$ cat src/rtl/eth_tx_framer.sv
// rtl/eth_tx_framer.sv - GMII transmit framer: preamble/SFD, 8-byte delay line, optional pad (ETH_TX_FRAMER_PAD_EN), CRC-32 FCS, IFG

// One-byte CRC-32 update, reflected polynomial, data consumed LSB first
module eth_crc32_byte (
  input  logic [31:0] crc_in,
  input  logic [7:0]  data,
  output logic [31:0] crc_out
);

  // Bit-serial LFSR unrolled over the eight data bits
  always_comb begin
    logic [31:0] c;
    c = crc_in;
    for (int i = 0; i < 8; i++) begin
      if (c[0] ^ data[i]) c = (c >> 1) ^ 32'hEDB88320;
      else                c = c >> 1;
    end
    crc_out = c;
  end

endmodule

module eth_tx_framer #(
  parameter int IFG_BYTES       = 12,
  parameter int MIN_FRAME_BYTES = 60
) (
  input  logic       i_clk,
  input  logic       i_rst_n,
  input  logic [7:0] i_data,
  input  logic       i_data_valid,
  output logic [7:0] o_gmii_txd,
  output logic       o_gmii_tx_en,
  output logic       o_busy,
  output logic       o_overrun
);

  typedef enum logic [2:0] {
    IDLE,
    PREAMBLE,
    DATA,
`ifdef ETH_TX_FRAMER_PAD_EN
    PAD,
`endif
    FCS,
    IFG
  } state_t;

  localparam logic [15:0] IFG16 = 16'(IFG_BYTES);
`ifdef ETH_TX_FRAMER_PAD_EN
  localparam logic [15:0] MIN16 = 16'(MIN_FRAME_BYTES);
`else
  logic [31:0] unused_min;
  assign unused_min = MIN_FRAME_BYTES;
`endif

  state_t      state, state_n;
  logic [15:0] phase_cnt, phase_n;
  logic [15:0] byte_cnt, cnt_n, cnt_inc;
  logic [31:0] crc, crc_n, crc_next, fcs;
  logic [7:0]  crc_byte;
  logic [7:0]  dl_data [8];
  logic [7:0]  dl_vld;
  logic        valid_d, run_active, run_n;
  logic        rise, start, shift_vld;
  logic [7:0]  txd_n;
  logic        tx_en_n, overrun_n;
  logic [7:0]  txd_q;
  logic        tx_en_q, busy_q, overrun_q;

  // A frame may only start on a fresh rising edge while idle; later bytes of
  // that run follow it into the delay line, any other run is dropped.
  assign rise      = i_data_valid & ~valid_d;
  assign start     = rise && (state == IDLE);
  assign shift_vld = i_data_valid & (start | run_active);
  assign cnt_inc   = (byte_cnt == 16'hFFFF) ? byte_cnt : byte_cnt + 16'd1;
  assign crc_byte  = (state == DATA && dl_vld[7]) ? dl_data[7] : 8'h00;
  assign fcs       = ~crc;

  eth_crc32_byte u_crc (
    .crc_in  (crc),
    .data    (crc_byte),
    .crc_out (crc_next)
  );

  // Next-state and next-output decode; each branch produces the byte for the coming cycle
  always_comb begin
    state_n   = state;
    phase_n   = phase_cnt;
    cnt_n     = byte_cnt;
    crc_n     = crc;
    txd_n     = 8'h00;
    tx_en_n   = 1'b0;
    overrun_n = rise && (state != IDLE);
    run_n     = i_data_valid && (start || run_active);
    case (state)
      IDLE: begin
        if (start) begin
          state_n = PREAMBLE;
          txd_n   = 8'h55;
          tx_en_n = 1'b1;
          phase_n = 16'd1;
          cnt_n   = 16'd0;
          crc_n   = 32'hFFFFFFFF;
        end
      end
      PREAMBLE: begin
        tx_en_n = 1'b1;
        if (phase_cnt == 16'd7) begin
          txd_n   = 8'hD5;
          state_n = DATA;
        end else begin
          txd_n   = 8'h55;
          phase_n = phase_cnt + 16'd1;
        end
      end
      DATA: begin
        tx_en_n = 1'b1;
        if (dl_vld[7]) begin
          txd_n = dl_data[7];
          cnt_n = cnt_inc;
          crc_n = crc_next;
        end
`ifdef ETH_TX_FRAMER_PAD_EN
        else if (byte_cnt < MIN16) begin
          state_n = PAD;
          cnt_n   = cnt_inc;
          crc_n   = crc_next;
        end
`endif
        else begin
          state_n = FCS;
          txd_n   = fcs[7:0];
          phase_n = 16'd1;
        end
      end
`ifdef ETH_TX_FRAMER_PAD_EN
      PAD: begin
        tx_en_n = 1'b1;
        if (byte_cnt < MIN16) begin
          cnt_n = cnt_inc;
          crc_n = crc_next;
        end else begin
          state_n = FCS;
          txd_n   = fcs[7:0];
          phase_n = 16'd1;
        end
      end
`endif
      FCS: begin
        if (phase_cnt == 16'd4) begin
          state_n = IFG;
          phase_n = 16'd1;
        end else begin
          tx_en_n = 1'b1;
          txd_n   = 8'(fcs >> {phase_cnt[1:0], 3'b000});
          phase_n = phase_cnt + 16'd1;
        end
      end
      IFG: begin
        if (phase_cnt >= IFG16) state_n = IDLE;
        else                    phase_n = phase_cnt + 16'd1;
      end
      default: state_n = IDLE;
    endcase
  end

  // State, counters, CRC, delay line and registered outputs
  always_ff @(posedge i_clk) begin
    if (!i_rst_n) begin
      state      <= IDLE;
      phase_cnt  <= 16'd0;
      byte_cnt   <= 16'd0;
      crc        <= 32'hFFFFFFFF;
      dl_vld     <= 8'h00;
      valid_d    <= 1'b0;
      run_active <= 1'b0;
      txd_q      <= 8'h00;
      tx_en_q    <= 1'b0;
      busy_q     <= 1'b0;
      overrun_q  <= 1'b0;
      for (int i = 0; i < 8; i++) dl_data[i] <= 8'h00;
    end else begin
      state      <= state_n;
      phase_cnt  <= phase_n;
      byte_cnt   <= cnt_n;
      crc        <= crc_n;
      dl_vld     <= {dl_vld[6:0], shift_vld};
      valid_d    <= i_data_valid;
      run_active <= run_n;
      txd_q      <= txd_n;
      tx_en_q    <= tx_en_n;
      busy_q     <= (state_n != IDLE);
      overrun_q  <= overrun_n;
      dl_data[0] <= i_data;
      for (int i = 1; i < 8; i++) dl_data[i] <= dl_data[i-1];
    end
  end

  assign o_gmii_txd   = txd_q;
  assign o_gmii_tx_en = tx_en_q;
  assign o_busy       = busy_q;
  assign o_overrun    = overrun_q;

endmodule

$ cat config.mk
export PLATFORM = sky130hd
export DESIGN_NAME = eth_tx_framer
export DESIGN_NICKNAME = d
export VERILOG_FILES = /design/src/rtl/eth_tx_framer.sv
export SDC_FILE = /design/constraint.sdc
export NUM_CORES = 1
export LEC_CHECK = 0
export CAP_MARGIN = 20
export CORE_ASPECT_RATIO = 0.9
export CORE_MARGIN = 2
export CORE_UTILIZATION = 24
export CTS_BUF_LIST = sky130_fd_sc_hd__clkbuf_8 sky130_fd_sc_hd__clkbuf_16
export CTS_CLUSTER_SIZE = 12
export DETAILED_ROUTE_END_ITERATION = 8
export PLACE_DENSITY_LB_ADDON = 0.05
export SLEW_MARGIN = 20
export SYNTH_ARGS = -nofsm -noshare
export SYNTH_HDL_FRONTEND = slang
export SYNTH_SLANG_ARGS = --single-unit
$ cat constraint.sdc
create_clock -name i_clk -period 2.95 [get_ports i_clk]
set_input_delay 0.59 -clock i_clk [delete_from_list [all_inputs] [get_ports i_clk]]
set_output_delay 0.59 -clock i_clk [all_outputs]
set_load 0.03 [all_outputs]
==> metrics.md <==
| Metric | Value |
|---|---|
| Outcome | finished, violations left |
| Failing checks | DRC |
| Final Skew | 9.54 ps |
| Final min period | 2470 ps |
| Clk buf depth | 2 |
| All-Layer GR Usage | 12.1% |
| Nets@finish | 589 |
| Vias in the first global route | 3804 |
| Synth Cell Area | 0.00576 mm2 |
| Postcts setup bufs | 0 |
| Post_cts resized | 0 |
| Initial antenna violation count | 0 |
| CP Data Arrival Time | 2820 ps |
| Core area | 0.0235 mm2 |
| Final hold vios | 0 |
| Fillers | 2461 |
| Register Area | 0.00270 mm2 |
| Cell count after synthesis | 549 |
| Top-count cell post-synth | dfxtp_1 |
| Drt pass-1 iters | 9 |
| Footprint of the multi-input gates | 0.00290 mm2 |
| Final hold slack | 424 ps |
| Hpwl dp | 9590 um |
| Setup slack after layout | 485 ps |
| Synth Area in Compound Gates | 9.96% |
| Post-Synth Adder-Cell Area | 0.434% |
| Distinct cell type count after synthesis | 61 |
| RSZ-0062 raised after global routing | false |
| P per Cell Area | 622 mW/mm2 |
| Hold Crit Class | reg2reg |
| Post-DP Area | 0.00636 mm2 |
| Vias per inst | 4.37 |
| Via count | 3890 |
| Routed wire length | 14300 um |
| Post-Synth XOR/XNOR Area | 16.6% |
| Layout cells sized above 1 | 12.7% |
| Design area | 0.00700 mm2 |
| Crit-path max FO | 29 |
| FF+latch count, synth | 135 |
| Slew headroom | 56.1% |
| DRT antenna net count | 0 |
| Placement Setup Slack | 320 ps |
| Worst setup EP type | flip-flop |
| Final Max Slew Viols | 0 |
| Register area share after synthesis | 46.9% |
| Maximum clock frequency | 406 MHz |
| ANT cells | 0 |
| Leakage Power | 2.63 nW |
| Max-Cap Viols | 0 |
| H-tree depth | 4 |
| Area grow syn2layout | 21.4% |
| Syn avg cell area | 10.5 um2 |
| Worst EP required | 3310 ps |
| Avg WL per Cell | 16.0 um |
| Setup violators final | 0 |
| Most frequent cells after synthesis | dfxtp_1, and2_1, nor2_1 |
| Final GP Congestion | 0.729 |
| Core Rows | 53 |
| Post-synth net total | 562 |
| Setup TNS | 0 ps |
| Total gr overflow | 0 |
| Die Y | 151 um |
| Most common flop cell mapped by yosys | dfxtp_1 |
| Yosys top cell area share | 46.9% |
| CTS tree | built |
| Post-synthesis mux area share | 3.30% |
| DRC marker count from the first detailed-route iteration | 260 |
| VDD IR max | 0.000314 V |
| Asr flop ratio synth | 0% |
| EDFF count, synth | 0 |
| Port-buffer cells | 21 |
| Ys Warns | 0 |
| Largest net degree at the start of global routing | 92 |
| Largest area contributor in the netlist | dfxtp_1 |
| Post-cts hold buffer count | 0 |
| Final period utilization | 83.6% |
| Reg clk slew, reported paths | 60 ps |
| First-pass GRT wire length | 22700 um |
| Initial Utilization | 24.6% |
| Worst skew pair latency | 420 ps |
| CP Class | reg2reg |
| Largest family of logic cells by synthesized area | simple AND/OR/NAND/NOR gates |
| Width of the die | 167 um |
| Crit start category | flip-flop |
| Die area | 0.0253 mm2 |
| Num CTS Buffers | 17 |
| Simple logic cell fraction of the synthesized area | 20.0% |
| Synth top area cells | dfxtp_1, and2_1, xnor2_1, xor2_1, xor3_1 |
| Clk root buf | clkbuf_16 |
| Worst-Margin Slew | 656 ps |
| TritonCTS Sinks | 135 |
| Final Total Pwr | 0.00435 W |
| Ports | 22 |
| # DRC | 2 |
==> stage by stage <==
stage	std cells	utilization, %
2_1_floorplan	549	-
3_3_place_gp	859	27.1
3_5_place_dp	859	27.1
4_1_cts	891	29.8
5_1_grt	891	29.8
6_report	891	29.8
==> layer usage <==
| metal | up-vias | GRT usage, % | routed length, um |
|---|---|---|---|
| li1 | 1933 | - | - |
| met4 | 0 | 3.70 | 116 |
| met3 | 6 | 3.45 | 506 |
| met2 | 67 | 18.5 | 6410 |
| met5 | - | 0 | 0 |
| met1 | 1884 | 16.5 | 7260 |
==> where the power goes <==
part | switching, W | leakage, nW | internal (W)
combinational | 0.000111 | 1.22 | 0.0000732
sequential | 0.00000981 | 1.10 | 0.00185
clock | 0.000855 | 0.317 | 0.00145
==> kinds of logic (layout without fill, tap and decap cells) <==
family | Yosys count | in the layout
multiplexers | 9 | 9
adder cells (fa/ha/maj) | 2 | 2
AO/OA/AOI/OAI | 78 | 78
XOR/XNOR | 79 | 79
AND/OR/NAND/NOR | 209 | 209
buffers and inverters | 37 | 77
flip-flops | 135 | 135
==> flip-flops by register name (all words and copies together) (netlist names) <==
register and count:
dl_data 64, crc 32, phase_cnt 16, dl_vld 8
o_gmii_txd 8, state 3, o_busy 1, o_gmii_tx_en 1
o_overrun 1, valid_d 1
==> path summary, 6_finish.rpt <==
kind / cells after the start / endpoint / slack (ps) / from
max: 7 / crc[24] / 480 / state[2]
min reg2reg: 1 / dl_data[1][12] / 420 / dl_data[1][4]
min: 1 / dl_data[1][12] / 420 / dl_data[1][4]
max reg2reg: 7 / crc[24] / 480 / state[2]
==> cell type report <==
type	instances	share of cell area, %
inverters	6	0.322
clock buffers	18	6.28
flip-flops and latches	135	38.6
clock inverters	14	2.79
repair buffers	39	5.22
multi-input cells	377	41.4
well taps	302	5.40
==> worst max-delay path, stage by stage (launching register included) <==
cell and delay (ps):
dfxtp_1 400, nand4bb_1 280, buf_12 210, or3_1 440, nand2_2 180, xnor3_1 420
xnor2_1 300, o22a_1 170
==> layout by cell type (no fill, tap or decap), types with 3 or more instances in the layout <==
master / synthesis / layout
o221ai_1: 4 / 4
and2_1: 77 / 77
xor3_1: 8 / 8
buf_4: 0 / 16
and3_1: 8 / 8
nor4_1: 4 / 4
dfxtp_1: 135 / 135
xnor2_2: 4 / 4
o21ai_1: 7 / 7
nand2_1: 29 / 29
nand4_1: 7 / 7
nor3_1: 6 / 6
nor2_1: 45 / 45
o211ai_1: 3 / 3
nand2b_1: 3 / 3
xor2_1: 25 / 25
xnor2_1: 33 / 33
inv_1: 6 / 8
o22a_1: 15 / 15
o22ai_1: 13 / 13
o21ai_0: 3 / 3
a21oi_1: 12 / 12
bufinv_16: 0 / 4
inv_6: 0 / 5
clkbuf_16: 0 / 17
a31oi_1: 5 / 5
mux4_2: 8 / 8
nand3_1: 9 / 9
or3_1: 3 / 3
a211oi_1: 3 / 3
xnor3_1: 6 / 6
clkdlybuf4s50_1: 0 / 20
Note: power is estimated with default switching activity, not from simulation.
